$ cat config.mk
export PLATFORM = sky130hd
export DESIGN_NAME = lsu
export DESIGN_NICKNAME = d
export VERILOG_FILES = /design/src/rtl/lsu_pkg.sv /design/src/rtl/lsu_align.sv /design/src/rtl/lsu.sv
export SDC_FILE = /design/constraint.sdc
export NUM_CORES = 1
export LEC_CHECK = 0
export ABC_AREA = 1
export CAP_MARGIN = 20
export CORE_UTILIZATION = 41
export CTS_BUF_LIST = sky130_fd_sc_hd__clkbuf_2 sky130_fd_sc_hd__clkbuf_4 sky130_fd_sc_hd__clkbuf_8
export CTS_CLUSTER_SIZE = 30
export DETAILED_ROUTE_END_ITERATION = 6
export PLACE_DENSITY = 0.79
export RECOVER_POWER = 25
export SYNTH_ARGS = -nofsm -noshare
export SYNTH_HDL_FRONTEND = slang
export SYNTH_SLANG_ARGS = --single-unit
$ cat constraint.sdc
create_clock -name clk -period 1.6 [get_ports clk]
set_input_delay 0.32 -clock clk [delete_from_list [all_inputs] [get_ports clk]]
set_output_delay 0.32 -clock clk [all_outputs]
set_load 0.01 [all_outputs]
$ cat src/rtl/lsu_pkg.sv
// Shared definitions for the load/store unit: access-size and direction
// encodings as produced by the decoder, and the sequencing FSM state type.
package lsu_pkg;

  localparam logic [1:0] SZ_B = 2'b00;
  localparam logic [1:0] SZ_H = 2'b01;
  localparam logic [1:0] SZ_W = 2'b10;

  localparam logic LOAD  = 1'b0;
  localparam logic STORE = 1'b1;

  typedef enum logic [1:0] {
    ST_IDLE = 2'b00,
    ST_BUS  = 2'b01,
    ST_DONE = 2'b10
  } lsu_state_t;

endpackage

$ cat src/rtl/lsu_align.sv
// Byte-lane steering for the load/store unit (purely combinational).
// Ports:
//   size, sign, addr_lo  - access size, load sign-extension, byte offset
//   wdata                - store data from rs2
//   bus_rdata            - word read from the bus
//   be                   - byte enables for the access
//   wdata_rep            - store data replicated across all lanes
//   rdata_ext            - load data shifted down and sign/zero extended
//   misalign             - access cannot be issued (unaligned or illegal size)
module lsu_align
  import lsu_pkg::*;
(
  input  logic [1:0]  size,
  input  logic        sign,
  input  logic [1:0]  addr_lo,
  input  logic [31:0] wdata,
  input  logic [31:0] bus_rdata,
  output logic [3:0]  be,
  output logic [31:0] wdata_rep,
  output logic [31:0] rdata_ext,
  output logic        misalign
);

  logic [31:0] shifted;

  assign shifted = bus_rdata >> {addr_lo, 3'b000};

  always_comb begin
    be        = 4'b0000;
    wdata_rep = wdata;
    rdata_ext = shifted;
    misalign  = 1'b0;
    case (size)
      SZ_B: begin
        be        = 4'b0001 << addr_lo;
        wdata_rep = {4{wdata[7:0]}};
        rdata_ext = {{24{sign & shifted[7]}}, shifted[7:0]};
      end
      SZ_H: begin
        be        = 4'b0011 << {addr_lo[1], 1'b0};
        wdata_rep = {2{wdata[15:0]}};
        rdata_ext = {{16{sign & shifted[15]}}, shifted[15:0]};
        misalign  = addr_lo[0];
      end
      SZ_W: begin
        be        = 4'b1111;
        wdata_rep = wdata;
        rdata_ext = shifted;
        misalign  = (addr_lo != 2'b00);
      end
      default: begin
        misalign  = 1'b1;
      end
    endcase
  end

endmodule

$ cat src/rtl/lsu.sv
// Load/store unit: runs one req/ack transaction on a word-addressed data bus
// per memory instruction and stalls the pipeline while it is outstanding.
// Ports:
//   clk, rst_n                       - clock, async active-low reset
//   req_valid, mem_rw, mem_size,
//   mem_sign, addr, wdata            - memory request from decode/ALU
//   stall, done, misalign, rdata     - pipeline handshake and load result
//   bus_req, bus_we, bus_addr,
//   bus_be, bus_wdata                - data bus request (held until ack)
//   bus_ack, bus_rdata               - data bus response
//
// state   | meaning
// IDLE    | waiting for a memory instruction; launch on req_valid
// BUS     | bus_req asserted, waiting for bus_ack
// DONE    | retire pulse (done, plus misalign if rejected)
module lsu
  import lsu_pkg::*;
#(
  parameter int ADDR_W = 32
) (
  input  logic              clk,
  input  logic              rst_n,
  input  logic              req_valid,
  input  logic              mem_rw,
  input  logic [1:0]        mem_size,
  input  logic              mem_sign,
  input  logic [ADDR_W-1:0] addr,
  input  logic [31:0]       wdata,
  output logic              stall,
  output logic              done,
  output logic              misalign,
  output logic [31:0]       rdata,
  output logic              bus_req,
  output logic              bus_we,
  output logic [ADDR_W-1:0] bus_addr,
  output logic [3:0]        bus_be,
  output logic [31:0]       bus_wdata,
  input  logic              bus_ack,
  input  logic [31:0]       bus_rdata
);

  lsu_state_t state, state_nxt;

  logic       lat_rw;
  logic [1:0] lat_size;
  logic       lat_sign;
  logic [1:0] lat_addr_lo;
  logic       fault_q;

  logic       launch;
  logic [1:0] al_size;
  logic       al_sign;
  logic [1:0] al_addr_lo;
  logic [3:0] al_be;
  logic [31:0] al_wdata;
  logic [31:0] al_rdata;
  logic       al_mis;

  assign launch = (state == ST_IDLE) && req_valid;

  // In IDLE the aligner evaluates the incoming request (lanes, fault check);
  // afterwards it evaluates the latched request so load extraction lines up
  // with bus_rdata at ack time.
  assign al_size    = (state == ST_IDLE) ? mem_size  : lat_size;
  assign al_sign    = (state == ST_IDLE) ? mem_sign  : lat_sign;
  assign al_addr_lo = (state == ST_IDLE) ? addr[1:0] : lat_addr_lo;

  lsu_align u_align (
    .size      (al_size),
    .sign      (al_sign),
    .addr_lo   (al_addr_lo),
    .wdata     (wdata),
    .bus_rdata (bus_rdata),
    .be        (al_be),
    .wdata_rep (al_wdata),
    .rdata_ext (al_rdata),
    .misalign  (al_mis)
  );

  always_ff @(posedge clk or negedge rst_n) begin
    if (!rst_n) begin
      state <= ST_IDLE;
    end else begin
      state <= state_nxt;
    end
  end

  always_comb begin
    state_nxt = state;
    case (state)
      ST_IDLE: begin
        if (req_valid) begin
          state_nxt = al_mis ? ST_DONE : ST_BUS;
        end
      end
      ST_BUS: begin
        if (bus_ack) begin
          state_nxt = ST_DONE;
        end
      end
      ST_DONE: begin
        state_nxt = ST_IDLE;
      end
      default: begin
        state_nxt = ST_IDLE;
      end
    endcase
  end

  always_ff @(posedge clk or negedge rst_n) begin
    if (!rst_n) begin
      lat_rw      <= LOAD;
      lat_size    <= SZ_B;
      lat_sign    <= 1'b0;
      lat_addr_lo <= 2'b00;
      fault_q     <= 1'b0;
      bus_we      <= 1'b0;
      bus_addr    <= '0;
      bus_be      <= 4'b0000;
      bus_wdata   <= 32'h0;
    end else if (launch) begin
      lat_rw      <= mem_rw;
      lat_size    <= mem_size;
      lat_sign    <= mem_sign;
      lat_addr_lo <= addr[1:0];
      fault_q     <= al_mis;
      bus_we      <= mem_rw;
      bus_addr    <= {addr[ADDR_W-1:2], 2'b00};
      bus_be      <= al_be;
      bus_wdata   <= al_wdata;
    end
  end

  always_ff @(posedge clk or negedge rst_n) begin
    if (!rst_n) begin
      rdata <= 32'h0;
    end else if ((state == ST_BUS) && bus_ack && (lat_rw == LOAD)) begin
      rdata <= al_rdata;
    end
  end

  // Decoded straight from the state flop so an async reset drops bus_req
  // in the same cycle.
  assign bus_req  = (state == ST_BUS);
  assign done     = (state == ST_DONE);
  assign misalign = (state == ST_DONE) && fault_q;
  assign stall    = launch || (state == ST_BUS);

endmodule

After elaboration in Yosys (flattened, before gate mapping)
Cells that the tools add are included.
{"block": "totals", "inputBits": 104, "elab_cells": 42, "register_bits": 107}
{"block": "classes", "reduce_logical": 9, "shifts": 3, "mux": 11, "n_eq_ne": 6, "n_bitwise": 3}
{"cell": "$pmux 32 s2", "count": 2}
{"cell": "$shr 32x5->32", "count": 1}
{"cell": "$pmux 4 s3", "count": 1}
{"cell": "$mux 2", "count": 5}
{"cell": "$eq 2x1->1 const B", "count": 2}
{"cell": "$eq 2x2->1 const B", "count": 2}
{"cell": "$logic_and 1x1->1", "count": 4}
{"cell": "$logic_not 2->1", "count": 2}
{"cell": "$pmux 2 s2", "count": 1}
{"cell": "$shl 1x2->4 const A", "count": 1}
{"cell": "$shl 2x2->4 const A", "count": 1}
{"cell": "$pmux 1 s3", "count": 1}
{"cell": "$and 1x1->1", "count": 2}
{"cell": "$ne 2x1->1 const B", "count": 1}
{"cell": "$ne 2x2->1 const B", "count": 1}
{"cell": "$reduce_and 2->1", "count": 1}
{"cell": "$reduce_bool 2->1", "count": 1}
{"cell": "$logic_or 1x1->1", "count": 1}
{"cell": "$mux 1", "count": 1}
{"cell": "$not 1->1", "count": 1}

Longest topological paths before layout
{"block": "depth", "depth_word": 7, "depth_mapped": 12, "ltp_nobuf": 11}

Cells and area by module
From an unflattened synthesis, not the netlist that was laid out.
{"block": "unflattened", "cells_unflattened": 754, "hier_area_um2": 5591.6}
{"mod": "lsu", "cells_per_inst": 493, "n_inst": 1, "area_each_um2": 4391.7, "seq_area_each_um2": 2677.6}
{"mod": "lsu_align", "cells_per_inst": 261, "n_inst": 1, "area_each_um2": 1199.9, "seq_area_each_um2": 0.0}

Least setup slack after synthesis
No wires, ideal clock.
{"block": "synth_path", "kind": "reg-to-output", "start": "register state[0]", "end": "output port stall", "path_buffers": 2, "setup_slack_ns": -0.079, "path_stages_with_launch": 8, "t_arrival_ns": 1.359, "cell_sequence": "dfrtp_1 > inv_2 > nand2_4 > nor2_2 > inv_2 > buf_2 > buf_1 > nand2_1"}
{"block": "synth_between", "elab_chain_cells": 3, "word_cells_on_any_way": 4}
{"item": "start: declaration", "line": "lsu.sv:42", "text": "lsu_state_t state, state_nxt;"}
{"item": "start signal: assignment", "line": "lsu.sv:84", "text": "state <= state_nxt;"}
{"item": "$logic_not 2->1", "line": "lsu.sv:59", "text": "assign launch = (state == ST_IDLE) && req_valid;"}
{"item": "$logic_and 1x1->1", "line": "lsu.sv:59"}
{"item": "$logic_or 1x1->1 *", "line": "lsu.sv:147", "text": "assign stall = launch || (state == ST_BUS);"}
{"item": "end: declaration", "line": "lsu.sv:29", "text": "output logic stall,"}
Mark *: on every way between the ends. The rest lies on a longest branch, timed or not.

Worst setup path after layout
Same ends and word-level chain as after synthesis.

==> results.md <==
* Final critical-path share of the clock period at 116%
* Die outline height at 116 um
* Final setup vio count at 65
* Initial cell density of the core at 42.0%
* Global routing usage summed across all routing layers at a little over a quarter
* Worst Tran Pin Value at between 500 and 600 ps
* Avg Vias per Cell at roughly 4.9
* Library cells used by synthesis at 27
* Number of max-cap violations at 0
* Most crowded layer after global routing: met2
* Status: finished with violations
* Worst min-delay path class: in -> async
* H-tree levels at 3
* Remaining number of nets flagged by the antenna check after routing at 0
* Number of synthesis warnings at 0
* Num rows at 41
* Netlist area before placement at about 0.0053 mm^2
* Post-synth top area cell: dfrtp_1
* Worst Setup Path Type: reg -> out
* Ordered list of cells on the worst path: buf_4 -> inv_6 -> nand2_8 -> nor2_4 -> inv_2 -> nand2_2 -> buf_6
* Grt met2 use at between 40% and 50%
* Clock root buffer: clkbuf_8
* Ant. Diodes at 0
* M3 GR Usage at about 5.5%
* Total buffers and inverters traversed by the critical path at 4
* Critical-path cell with the highest stage delay: dfrtp_1
* Portion of synthesized cell area occupied by the leading cell type at 50.5%
* Combinational power share at 61.6%
* Routed length per instance at 15.6 um
* Switching share of total power at 43.6%
* Final HPWL DP at between 10000 and 15000 um
* Leading cell type in the layout, fill and taps excluded: nand2_1
* Violated checks: negative setup slack
* Share of post-route cells with drive strength above 1 at about a fifth
* Worst clock skew at 17.6 ps
* Hold Slack at 432 ps
* Switching power summed over all nets at 7330 uW
* Worst-case vdd ir drop at between 0.001 and 0.0015 V
* Register area share after synthesis at between 50% and 60%
* Global route overflow at 0
* Fmax at 0.538 GHz
* Met1 capacity usage during global routing at approximately 35%
* Largest stage delay, worst path at 420 ps
* Number of port buffers at 206
* Area grow syn2layout at 64.8%
* Clock latency of the later-clocked register in the worst-skew pair at 390 ps
* Full die area at 0.0134 mm^2
* Global-route wire length before repair at 27600 um
* Leakage power summed over all cells at 0.00452 uW
* Clock period minus final worst setup slack at 1860 ps
* CTS sink count at 107
* Worst slack at placement at -391 ps
* Die Width at 116 um
* Part of the power in registers at 28.0%
* Mean instance size in the synthesized netlist at 7.44 um^2
* Data arrival, critical path at 1540 ps
* Cell area after layout at 0.00874 mm^2
* Area of the core at 0.0126 mm^2
* Seq cells post-synth at approximately 110
* TritonCTS clock tree: done
* Critical-path maximum fanout at 7
* Iter 0 DRT Violations at about 330
* Worst setup SP type: flip-flop
* 1st-pass router iterations at 5
* Placed inst area at approximately 0.0079 mm^2
* Clock-pin slew on the worst setup and hold paths at between 100 and 150 ps
* Largest cells by area after synthesis: dfrtp_1 50%, nand2_1 23%, nand3_1 5.6%
* Maximum clock insertion buffer count at 2
* Critical path data required time at 1280 ps
* Leading cell types in the layout, fill and taps excluded: 292 x nand2_1, 107 x dfrtp_1, 102 x clkdlybuf4s50_1
* Number of buffers inserted during clock tree synthesis at 9
* Worst setup slack after layout at -259 ps
* Remaining design rule violation count at 0
* Routability congestion estimate from global placement at 0.897
* Pins Over Slew Limit at 0
* Final routed wirelength across all metal layers at 18100 um
* I/O pin count at 209
* Internal power of the cells at around 9500 uW
* Clk pwr share at 10.4%
* Via count of the first global-routing pass at 5499
* Number of antenna violations at the first check in global routing at 0
* Worst slew margin at 62.5%
* Gate Count Post-Synth at 713
* Ratio of total power to cell area at 1930 mW/mm^2
* Pin count of the biggest net entering global routing at 59
* Gate family responsible for the most delay along the worst path: flip-flops
* Final Net Count at 1087
* CP endpoint kind: output port
* Count of final hold-check violations at 0
* Unrepaired setup endpoints after global routing: true
* Via Count at 5721
[stage by stage]
step / total power (uW) / cells / util, % / setup TNS, ps
after detailed placement: 13900 / 1112 / 62.7 / -23100
after floorplan: 9090 / 714 / - / 0
after global routing: 18000 / 1160 / 69.3 / -15540
after global placement: 13800 / 1112 / 62.7 / -21830
after CTS: 15900 / 1151 / 67.0 / -4530
final: 16800 / 1160 / 69.3 / -9810
[layer usage]
| layer | wire length (um) | up-vias |
|---|---|---|
| met4 | 635 | 0 |
| met5 | 0 | - |
| met2 | 8910 | 262 |
| met1 | 7340 | 2634 |
| met3 | 1260 | 51 |
| li1 | - | 2774 |
[synth_stat cells]
cell,instances
nand2_1,321
dfrtp_1,107
nand3_1,59
inv_1,47
nor2_1,37
o21ai_0,37
or2_2,16
clkbuf_1,15
buf_2,12
a21oi_1,10
a31oi_1,8
nand4_1,8
buf_4,6
nor2_2,5
inv_2,4
nand2_2,4
buf_6,3
nand2_4,2
nand3_2,2
o21ai_1,2
o21ai_2,2
a22oi_1,1
and3_1,1
buf_1,1
conb_1,1
nor2_4,1
o21a_1,1
[worst paths after layout]
check                           slack [ps]                  endpoint  depth (start not counted)                     from
worst max-delay path                  -260                     stall                          7     state[0]$_DFFE_PN0P_
worst min-delay path                   430     rdata[11]$_DFFE_PN0P_                          2                    rst_n
worst max register to register        -250     rdata[15]$_DFFE_PN0P_                         12     state[0]$_DFFE_PN0P_
worst min register to register         470   bus_addr[3]$_DFFE_PN0P_                          2  bus_addr[3]$_DFFE_PN0P_
max in group asynchronous              320   bus_addr[7]$_DFFE_PN0P_                          3                    rst_n
min in group clk                       450  bus_addr[28]$_DFFE_PN0P_                          3                 addr[28]
[power by group through the flow]
stage | Clock, uW | Combinational [uW] | Sequential, uW
finish | 1750 | 10400 | 4720
global route | 1890 | 11300 | 4890
detailed placement | 0 | 9100 | 4810
floorplan | 0 | 3750 | 5340
CTS | 1800 | 9410 | 4720
global placement | 0 | 8980 | 4790
[cell type report]
cell class | count | area [um^2]
fill | 1051 | 3880
clock inverter | 7 | 81.3
inverter | 51 | 209
multi-input combinational | 519 | 2610
timing repair buffer | 293 | 2820
timing repair inverter | 2 | 15.0
tap | 172 | 215
sequential | 107 | 2680
clock buffer | 9 | 124
[what timing repair did]
action	4_1_cts	5_1_grt
endpoints found under the hold margin	35	0
hold buffers	1	0
endpoints found under the setup margin	161	111
buffers inserted	19	8
cloned	4	1
pin swaps	12	24
resized for setup	187	67
[state kept, by name, summed over array words and instances (netlist names)]
register / flops
bus_wdata: 32
rdata: 32
bus_addr: 30
bus_be: 4
lat_addr_lo: 2
lat_size: 2
state: 2
fault_q: 1
lat_rw: 1
lat_sign: 1
[cell families (layout without fill, tap and decap cells)]
logic type             after synthesis  in the layout  share of synthesized area, %
other                                1              2                        0.0707
buffers and inverters               88            362                          7.36
AO/OA/AOI/OAI                       61             61                          6.18
AND/OR/NAND/NOR                    456            456                          35.9
flip-flops                         107            107                          50.5
Note: power is estimated with default switching activity, not from simulation.
